`config.mk`:
```
export PLATFORM = sky130hd
export DESIGN_NAME = snitch_icache_line_assembler_flat
export DESIGN_NICKNAME = d
export VERILOG_FILES = /design/src/rtl/snitch_icache_pkg.sv /design/src/rtl/snitch_icache_line_assembler_if.sv /design/src/rtl/snitch_icache_line_assembler.sv /design/src/flat_wrapper.sv
export SDC_FILE = /design/constraint.sdc
export NUM_CORES = 1
export LEC_CHECK = 0
export CORE_ASPECT_RATIO = 0.8
export CORE_UTILIZATION = 43
export CTS_CLUSTER_DIAMETER = 80
export DETAILED_ROUTE_END_ITERATION = 6
export GPL_ROUTABILITY_DRIVEN = 0
export PLACE_DENSITY = 0.76
export REMOVE_ABC_BUFFERS = 1
export SLEW_MARGIN = 20
export SYNTH_ARGS = -nofsm -noshare
export SYNTH_HDL_FRONTEND = slang
export SYNTH_SLANG_ARGS = --single-unit
export TNS_END_PERCENT = 20
```
`constraint.sdc`:
```
create_clock -name clk_i -period 2.9 [get_ports clk_i]
set_input_delay 0.58 -clock clk_i [delete_from_list [all_inputs] [get_ports clk_i]]
set_output_delay 0.58 -clock clk_i [all_outputs]
set_load 0.05 [all_outputs]
```
`src/rtl/snitch_icache_pkg.sv`:
```
`default_nettype none
// ============================================================================
// Package     : snitch_icache_pkg
// Description : Shared instruction-cache configuration, refill constants and
//               the refill back-end state type.
// Revision    : 1.0 - initial release
// ============================================================================
package snitch_icache_pkg;

  typedef struct packed {
    int unsigned FETCH_AW;
    int unsigned LINE_WIDTH;
    int unsigned BEAT_WIDTH;
    int unsigned PENDING_IW;
  } config_t;

  localparam config_t DEFAULT_CFG = '{
    FETCH_AW:   32,
    LINE_WIDTH: 128,
    BEAT_WIDTH: 32,
    PENDING_IW: 2
  };

  localparam int unsigned NUM_BEATS  = DEFAULT_CFG.LINE_WIDTH / DEFAULT_CFG.BEAT_WIDTH;
  localparam int unsigned BEAT_ALIGN = $clog2(DEFAULT_CFG.BEAT_WIDTH / 8);

  typedef enum logic [1:0] {
    IDLE  = 2'd0,
    FETCH = 2'd1,
    RESP  = 2'd2
  } refill_state_e;

  function automatic int unsigned beats_per_line(input config_t cfg);
    return cfg.LINE_WIDTH / cfg.BEAT_WIDTH;
  endfunction

endpackage
`default_nettype wire

```
`src/rtl/snitch_icache_line_assembler_if.sv`:
```
`default_nettype none
// ============================================================================
// Interface   : snitch_icache_line_assembler_if
// Description : Refill request/response port plus narrow memory read port of
//               the line assembler. Directions are named from the assembler.
// Revision    : 1.0 - initial release
// ============================================================================
interface snitch_icache_line_assembler_if #(
  parameter int unsigned FETCH_AW   = 32,
  parameter int unsigned LINE_WIDTH = 128,
  parameter int unsigned BEAT_WIDTH = 32,
  parameter int unsigned PENDING_IW = 2
);

  logic [FETCH_AW-1:0]   in_req_addr_i;
  logic [PENDING_IW-1:0] in_req_id_i;
  logic                  in_req_valid_i;
  logic                  in_req_ready_o;

  logic [LINE_WIDTH-1:0] in_rsp_data_o;
  logic                  in_rsp_error_o;
  logic [PENDING_IW-1:0] in_rsp_id_o;
  logic                  in_rsp_valid_o;
  logic                  in_rsp_ready_i;

  logic                  mem_req_o;
  logic [FETCH_AW-1:0]   mem_addr_o;
  logic                  mem_gnt_i;
  logic                  mem_rvalid_i;
  logic [BEAT_WIDTH-1:0] mem_rdata_i;
  logic                  mem_rerr_i;

  // Assembler side.
  modport slave (
    input  in_req_addr_i, in_req_id_i, in_req_valid_i,
    output in_req_ready_o,
    output in_rsp_data_o, in_rsp_error_o, in_rsp_id_o, in_rsp_valid_o,
    input  in_rsp_ready_i,
    output mem_req_o, mem_addr_o,
    input  mem_gnt_i, mem_rvalid_i, mem_rdata_i, mem_rerr_i
  );

  // Environment side: miss handler and memory.
  modport master (
    output in_req_addr_i, in_req_id_i, in_req_valid_i,
    input  in_req_ready_o,
    input  in_rsp_data_o, in_rsp_error_o, in_rsp_id_o, in_rsp_valid_o,
    output in_rsp_ready_i,
    input  mem_req_o, mem_addr_o,
    output mem_gnt_i, mem_rvalid_i, mem_rdata_i, mem_rerr_i
  );

endinterface
`default_nettype wire

```
`src/rtl/snitch_icache_line_assembler.sv`:
```
`default_nettype none
// ============================================================================
// Module      : snitch_icache_line_assembler
// Description : Splits one line refill into narrow in-order memory reads and
//               assembles the returned beats into a full cache line.
// Revision    : 1.0 - initial release
// ============================================================================
module snitch_icache_line_assembler
  import snitch_icache_pkg::*;
#(
  parameter int unsigned FETCH_AW   = DEFAULT_CFG.FETCH_AW,
  parameter int unsigned LINE_WIDTH = DEFAULT_CFG.LINE_WIDTH,
  parameter int unsigned BEAT_WIDTH = DEFAULT_CFG.BEAT_WIDTH,
  parameter int unsigned PENDING_IW = DEFAULT_CFG.PENDING_IW
) (
  input  logic                         clk_i,
  input  logic                         rst_i,
  snitch_icache_line_assembler_if.slave bus
);

  localparam int unsigned BEATS      = LINE_WIDTH / BEAT_WIDTH;
  localparam int unsigned LINE_ALIGN = $clog2(LINE_WIDTH / 8);
  localparam int unsigned BEAT_SHIFT = $clog2(BEAT_WIDTH / 8);
  localparam int unsigned CNT_W      = $clog2(BEATS) + 1;

  localparam logic [FETCH_AW-1:0] LINE_MASK =
    ~((FETCH_AW'(1) << LINE_ALIGN) - FETCH_AW'(1));

  refill_state_e         r_state;
  refill_state_e         w_state_next;
  logic [CNT_W-1:0]      r_issue_cnt;
  logic [CNT_W-1:0]      r_recv_cnt;
  logic [FETCH_AW-1:0]   r_base;
  logic [PENDING_IW-1:0] r_id;
  logic                  r_err;
  logic [LINE_WIDTH-1:0] r_line;

  logic                  w_req_hs;
  logic                  w_mem_req;
  logic                  w_issue;
  logic                  w_beat_ok;
  logic                  w_last_beat;
  logic [BEATS-1:0]      w_beat_we;

  // --------------------------------------------------------------------------
  // Handshake qualifiers
  // --------------------------------------------------------------------------
  assign w_req_hs    = (r_state == IDLE) && bus.in_req_valid_i;
  assign w_mem_req   = (r_state == FETCH) && (r_issue_cnt < CNT_W'(BEATS));
  assign w_issue     = w_mem_req && bus.mem_gnt_i;
  // Beats arriving outside FETCH or ahead of their grant are dropped.
  assign w_beat_ok   = (r_state == FETCH) && bus.mem_rvalid_i && (r_recv_cnt < r_issue_cnt);
  assign w_last_beat = w_beat_ok && (r_recv_cnt == CNT_W'(BEATS - 1));

  // --------------------------------------------------------------------------
  // Refill FSM
  // --------------------------------------------------------------------------
  always_comb begin
    w_state_next = r_state;
    case (r_state)
      IDLE:    if (bus.in_req_valid_i) w_state_next = FETCH;
      FETCH:   if (w_last_beat)        w_state_next = RESP;
      RESP:    if (bus.in_rsp_ready_i) w_state_next = IDLE;
      default:                         w_state_next = IDLE;
    endcase
  end

  always_ff @(posedge clk_i) begin
    if (rst_i) begin
      r_state <= IDLE;
    end else begin
      r_state <= w_state_next;
    end
  end

  // --------------------------------------------------------------------------
  // Request capture, beat counters and error accumulation
  // --------------------------------------------------------------------------
  always_ff @(posedge clk_i) begin
    if (rst_i) begin
      r_base      <= '0;
      r_id        <= '0;
      r_err       <= 1'b0;
      r_issue_cnt <= '0;
      r_recv_cnt  <= '0;
    end else if (w_req_hs) begin
      r_base      <= bus.in_req_addr_i & LINE_MASK;
      r_id        <= bus.in_req_id_i;
      r_err       <= 1'b0;
      r_issue_cnt <= '0;
      r_recv_cnt  <= '0;
    end else begin
      // w_issue implies issue_cnt < BEATS, so the counter stops at BEATS.
      if (w_issue) begin
        r_issue_cnt <= r_issue_cnt + CNT_W'(1);
      end
      if (w_beat_ok) begin
        r_recv_cnt <= r_recv_cnt + CNT_W'(1);
        r_err      <= r_err | bus.mem_rerr_i;
      end
    end
  end

  // --------------------------------------------------------------------------
  // Line register, one write enable per beat slot
  // --------------------------------------------------------------------------
  for (genvar b = 0; b < BEATS; b++) begin : g_beat_we
    assign w_beat_we[b] = w_beat_ok && (r_recv_cnt == CNT_W'(b));
  end

  always_ff @(posedge clk_i) begin
    for (int b = 0; b < BEATS; b++) begin
      if (w_beat_we[b]) begin
        r_line[b*BEAT_WIDTH +: BEAT_WIDTH] <= bus.mem_rdata_i;
      end
    end
  end

  // --------------------------------------------------------------------------
  // Outputs
  // --------------------------------------------------------------------------
  assign bus.in_req_ready_o = (r_state == IDLE);
  assign bus.in_rsp_valid_o = (r_state == RESP);
  assign bus.in_rsp_data_o  = r_line;
  assign bus.in_rsp_error_o = r_err;
  assign bus.in_rsp_id_o    = r_id;

  assign bus.mem_req_o      = w_mem_req;
  assign bus.mem_addr_o     = r_base + (FETCH_AW'(r_issue_cnt) << BEAT_SHIFT);

  // A read beat is only legal for a granted, not yet returned request.
  a_rvalid_in_flight : assert property (
    @(posedge clk_i) disable iff (rst_i)
    bus.mem_rvalid_i |-> ((r_state == FETCH) && (r_recv_cnt < r_issue_cnt))
  );

endmodule
`default_nettype wire

```
`src/flat_wrapper.sv`:
```
// flat-port wrapper written by rule: the top's interface ports become plain ports
module snitch_icache_line_assembler_flat import snitch_icache_pkg::*;
#(
  parameter int unsigned FETCH_AW   = DEFAULT_CFG.FETCH_AW,
  parameter int unsigned LINE_WIDTH = DEFAULT_CFG.LINE_WIDTH,
  parameter int unsigned BEAT_WIDTH = DEFAULT_CFG.BEAT_WIDTH,
  parameter int unsigned PENDING_IW = DEFAULT_CFG.PENDING_IW
)
  (clk_i, rst_i, bus_in_req_addr_i, bus_in_req_id_i, bus_in_req_valid_i, bus_in_req_ready_o, bus_in_rsp_data_o, bus_in_rsp_error_o, bus_in_rsp_id_o, bus_in_rsp_valid_o, bus_in_rsp_ready_i, bus_mem_req_o, bus_mem_addr_o, bus_mem_gnt_i, bus_mem_rvalid_i, bus_mem_rdata_i, bus_mem_rerr_i);
  snitch_icache_line_assembler_if #(.FETCH_AW(FETCH_AW), .LINE_WIDTH(LINE_WIDTH), .BEAT_WIDTH(BEAT_WIDTH), .PENDING_IW(PENDING_IW)) bus_i ();
  input  logic clk_i;
  input  logic rst_i;
  input wire logic [$bits(bus_i.in_req_addr_i)-1:0] bus_in_req_addr_i;
  input wire logic [$bits(bus_i.in_req_id_i)-1:0] bus_in_req_id_i;
  input wire logic [$bits(bus_i.in_req_valid_i)-1:0] bus_in_req_valid_i;
  output wire logic [$bits(bus_i.in_req_ready_o)-1:0] bus_in_req_ready_o;
  output wire logic [$bits(bus_i.in_rsp_data_o)-1:0] bus_in_rsp_data_o;
  output wire logic [$bits(bus_i.in_rsp_error_o)-1:0] bus_in_rsp_error_o;
  output wire logic [$bits(bus_i.in_rsp_id_o)-1:0] bus_in_rsp_id_o;
  output wire logic [$bits(bus_i.in_rsp_valid_o)-1:0] bus_in_rsp_valid_o;
  input wire logic [$bits(bus_i.in_rsp_ready_i)-1:0] bus_in_rsp_ready_i;
  output wire logic [$bits(bus_i.mem_req_o)-1:0] bus_mem_req_o;
  output wire logic [$bits(bus_i.mem_addr_o)-1:0] bus_mem_addr_o;
  input wire logic [$bits(bus_i.mem_gnt_i)-1:0] bus_mem_gnt_i;
  input wire logic [$bits(bus_i.mem_rvalid_i)-1:0] bus_mem_rvalid_i;
  input wire logic [$bits(bus_i.mem_rdata_i)-1:0] bus_mem_rdata_i;
  input wire logic [$bits(bus_i.mem_rerr_i)-1:0] bus_mem_rerr_i;
  assign bus_i.in_req_addr_i = bus_in_req_addr_i;
  assign bus_i.in_req_id_i = bus_in_req_id_i;
  assign bus_i.in_req_valid_i = bus_in_req_valid_i;
  assign bus_in_req_ready_o = bus_i.in_req_ready_o;
  assign bus_in_rsp_data_o = bus_i.in_rsp_data_o;
  assign bus_in_rsp_error_o = bus_i.in_rsp_error_o;
  assign bus_in_rsp_id_o = bus_i.in_rsp_id_o;
  assign bus_in_rsp_valid_o = bus_i.in_rsp_valid_o;
  assign bus_i.in_rsp_ready_i = bus_in_rsp_ready_i;
  assign bus_mem_req_o = bus_i.mem_req_o;
  assign bus_mem_addr_o = bus_i.mem_addr_o;
  assign bus_i.mem_gnt_i = bus_mem_gnt_i;
  assign bus_i.mem_rvalid_i = bus_mem_rvalid_i;
  assign bus_i.mem_rdata_i = bus_mem_rdata_i;
  assign bus_i.mem_rerr_i = bus_mem_rerr_i;
  snitch_icache_line_assembler #(.FETCH_AW(FETCH_AW), .LINE_WIDTH(LINE_WIDTH), .BEAT_WIDTH(BEAT_WIDTH), .PENDING_IW(PENDING_IW)) u_core (.clk_i(clk_i), .rst_i(rst_i), .bus(bus_i));
endmodule
```
==> flow_summary.yaml <==
place:
  portBuffers: 232
  post-place-ws_ps: 278
  dpl.hpwl_um: 10300
  place_area_um2: 8700
clock_network:
  cts-root-buf: "clkbuf_16"
  cts-buffers-inserted: 17
  clock_path_buffers: 2
  cts_tree: "built"
  clk_pin_slew_ps: 60
  clock-sinks: 167
  clk_latency_ps: 410
  htreeDepth: 4
logic_synthesis:
  synth_top_cells_by_area: "edfxtp_1, dfxtp_1, nand2_1, a21oi_1, xnor2_1"
  synth_compound_area_share_pct: 3.65
  yosysMostFrequentCell: "edfxtp_1"
  synth_top_family_by_area: "simple AND/OR/NAND/NOR gates"
  yosys_most_used_dff: "edfxtp_1"
  synthesis.area_um2: 5960
  synth-edff-count: 128
  synth.distinct_cells: 36
  synthAdderAreaFrac_pct: 2.10
  yosys.area.top_type_share_pct: 64.5
  ys_seq_area_share_pct: 77.6
  syn_inst: 393
  synth-seq-cells: 167
  yosys.area_share.simple_pct: 10.5
  synth_commonest_cells: "edfxtp_1, nand2_1, dfxtp_1"
  async_flop_share_pct: 0
  synthMuxAreaShare_pct: 0.336
  yosysWarnings: 0
  yosys.area.top_type: "edfxtp_1"
  synth_xor_xnor_area_share_pct: 3.97
  synth.avg_cell_area_um2: 15.2
die:
  core_um2: 13600
  die_w_um: 134
  initial_core_util_pct: 44.0
  die_area_um2: 14300
  ioPinCount: 239
  num_rows: 38
  fp.dieH_um: 107
setup_path:
  crit_chain: "ha_4, ha_4, nand2_2, nor4_4, buf_6, nand4_1, xnor2_2, buf_12"
  slowest_delay_ps: 380
  critPathRequiredTime_ps: 2320
  path_max_fanout: 7
  slowest_stage: "dfxtp_4"
  r2r_setup_slack_ps: 830
  cp-start-kind: "register"
  path_buf_inv: 2
  cp-end-kind: "output pin"
  r2r-end: "u_core.bus.in_rsp_data_o[17]"
  cp_top_family: "simple AND/OR/NAND/NOR gates"
  arrival_ps: 2220
  reg2reg_from: "u_core.r_issue_cnt[2]"
  path_class: "register to output pin"
  worstRegToRegCells: 6
  cp_common_cell: "ha_4"
timing:
  setup_viol: 0
  drv_slew: 0
  hold_violations: 0
  period_needed_ps: 2800
  min_period_over_period_pct: 96.4
  tightest_slew_ps: 566
  clock.fmax_mhz: 358
  rsz0062_at_grt: "false"
  setup_ws_ps: 104
  relSlewSlack_pct: 62.1
  fin_hold_ws_ps: 466
  setup_tns_ps: 0
  finalClockSkew_ps: 8.35
grt:
  groute.usage.overall_pct: 20.1
  overflow: 0
  antenna_found_initial: 0
  grt_pass1_vias: 3899
  grt_max_degree: 34
  grt_first_pass_wirelength_um: 21300
drt:
  ant_nets: 0
  drt-total-wl_um: 14200
  viasPerCell: 4.76
  drc: 0
  num_vias: 3980
  drt-pass1-iter-count: 4
  detail_route.iter0.violations: 232
  routedWlPerCell_um: 17.0
finish:
  area_growth_pct: 57.6
  antennaDiodeCount: 0
  fin_nets: 727
  post-route-cell-area_um2: 9390
  drive_above_1_share_pct: 13.9
  postLayoutCoreUtil_pct: 69.3
job:
  drv_cap: 0
pwr:
  vdd_drop_max_v: 0.000445
  pwr_density_cell_nw_per_um2: 557
  leakage_uw: 0.00340
worst_hold_path:
  min_to: "u_core.bus.in_rsp_id_o[1]"
  worstHoldPathCells: 2
  hp-start: "u_core.bus.in_rsp_id_o[1]"
  worstHoldPathType: "register to register"
run_status:
  status: "complete, no violations"
cells by family (layout without fill, tap and decap cells):
kind of cell | after synthesis | count (layout)
XOR/XNOR | 27 | 27
multiplexers | 2 | 2
AO/OA/AOI/OAI | 39 | 39
buffers and inverters | 23 | 286
adder cells (fa/ha/maj) | 10 | 10
flip-flops | 167 | 167
AND/OR/NAND/NOR | 124 | 124
other | 1 | 2
where the power goes:
group | switching (µW) | leakage [µW] | internal (µW)
registers | 35.5 | 0.00147 | 2600
clock network | 900 | 0.000281 | 1270
logic | 223 | 0.00165 | 196
metrics by stage:
step	instances	power, µW
5_1_grt	837	5390
4_1_cts	837	5260
3_3_place_gp	802	3090
3_5_place_dp	802	3100
6_report	837	5230
2_1_floorplan	378	2860
worst register-to-register path, cell delays in order (launching register included):
cell and delay, ps:
dfxtp_4 380, inv_1 50, ha_1 170, nor4bb_1 370
o21a_1 250, and3_2 200, buf_4 310
layout by cell type, fill, tap and decap left out, types with 3 or more instances in the layout:
cell type	n
a21oi_1	33
and3_1	5
and3_2	3
and4_1	3
buf_12	18
buf_4	18
clkbuf_16	17
clkdlybuf4s50_1	209
clkinv_2	4
dfxtp_1	36
edfxtp_1	128
ha_1	8
inv_1	7
inv_6	4
nand2_1	71
nand3_1	10
nand4_1	5
nor2_1	9
nor3_1	5
xnor2_1	11
xnor2_2	7
xor2_1	9
layer usage:
metal / share of wire (%) / vias to the layer above / global-route usage, %
li1: - / 1916 / -
met1: 41 / 1896 / 24.8
met2: 50 / 149 / 33.3
met3: 7.3 / 19 / 6.83
met4: 1.4 / 0 / 6.74
met5: 0 / - / 0
area by class of cell:
cell class | count | area, µm²
clock buffer | 18 | 429
clock inverter | 14 | 148
fill | 929 | 4160
inverter | 7 | 26.3
multi-input combinational | 204 | 1330
sequential | 167 | 4630
tap | 180 | 225
timing repair buffer | 247 | 2610
timing repair:
item / 4_1_cts / 5_1_grt
setup buffers: 3 / 0
setup endpoints to repair: 17 / 18
pin swaps: 3 / 2
hold buffers: 0 / 0
endpoints found under the hold margin: 0 / 0
resized for setup: 11 / 7
worst max-delay path by stage:
stage                                  end  cells after the start             startpoint
2_1_floorplan  u_core.bus.in_rsp_data_o[0]                      5  u_core.r_issue_cnt[1]
3_3_place_gp            bus_mem_addr_o[27]                      6  u_core.r_issue_cnt[2]
3_5_place_dp            bus_mem_addr_o[28]                      7  u_core.r_issue_cnt[2]
4_1_cts                 bus_mem_addr_o[20]                      8  u_core.r_issue_cnt[2]
5_1_grt                 bus_mem_addr_o[30]                      8  u_core.r_issue_cnt[2]
6_report                bus_mem_addr_o[30]                      8  u_core.r_issue_cnt[2]
state kept, by name, summed over array words and instances (netlist names):
register,count
u_core.r_base,28
u_core.bus.in_rsp_id_o,2
u_core.r_issue_cnt,3
u_core.bus.in_rsp_data_o,128
u_core.r_state,2
u_core.bus.in_rsp_error_o,1
u_core.r_recv_cnt,3
(Power assumes the default switching activity.)
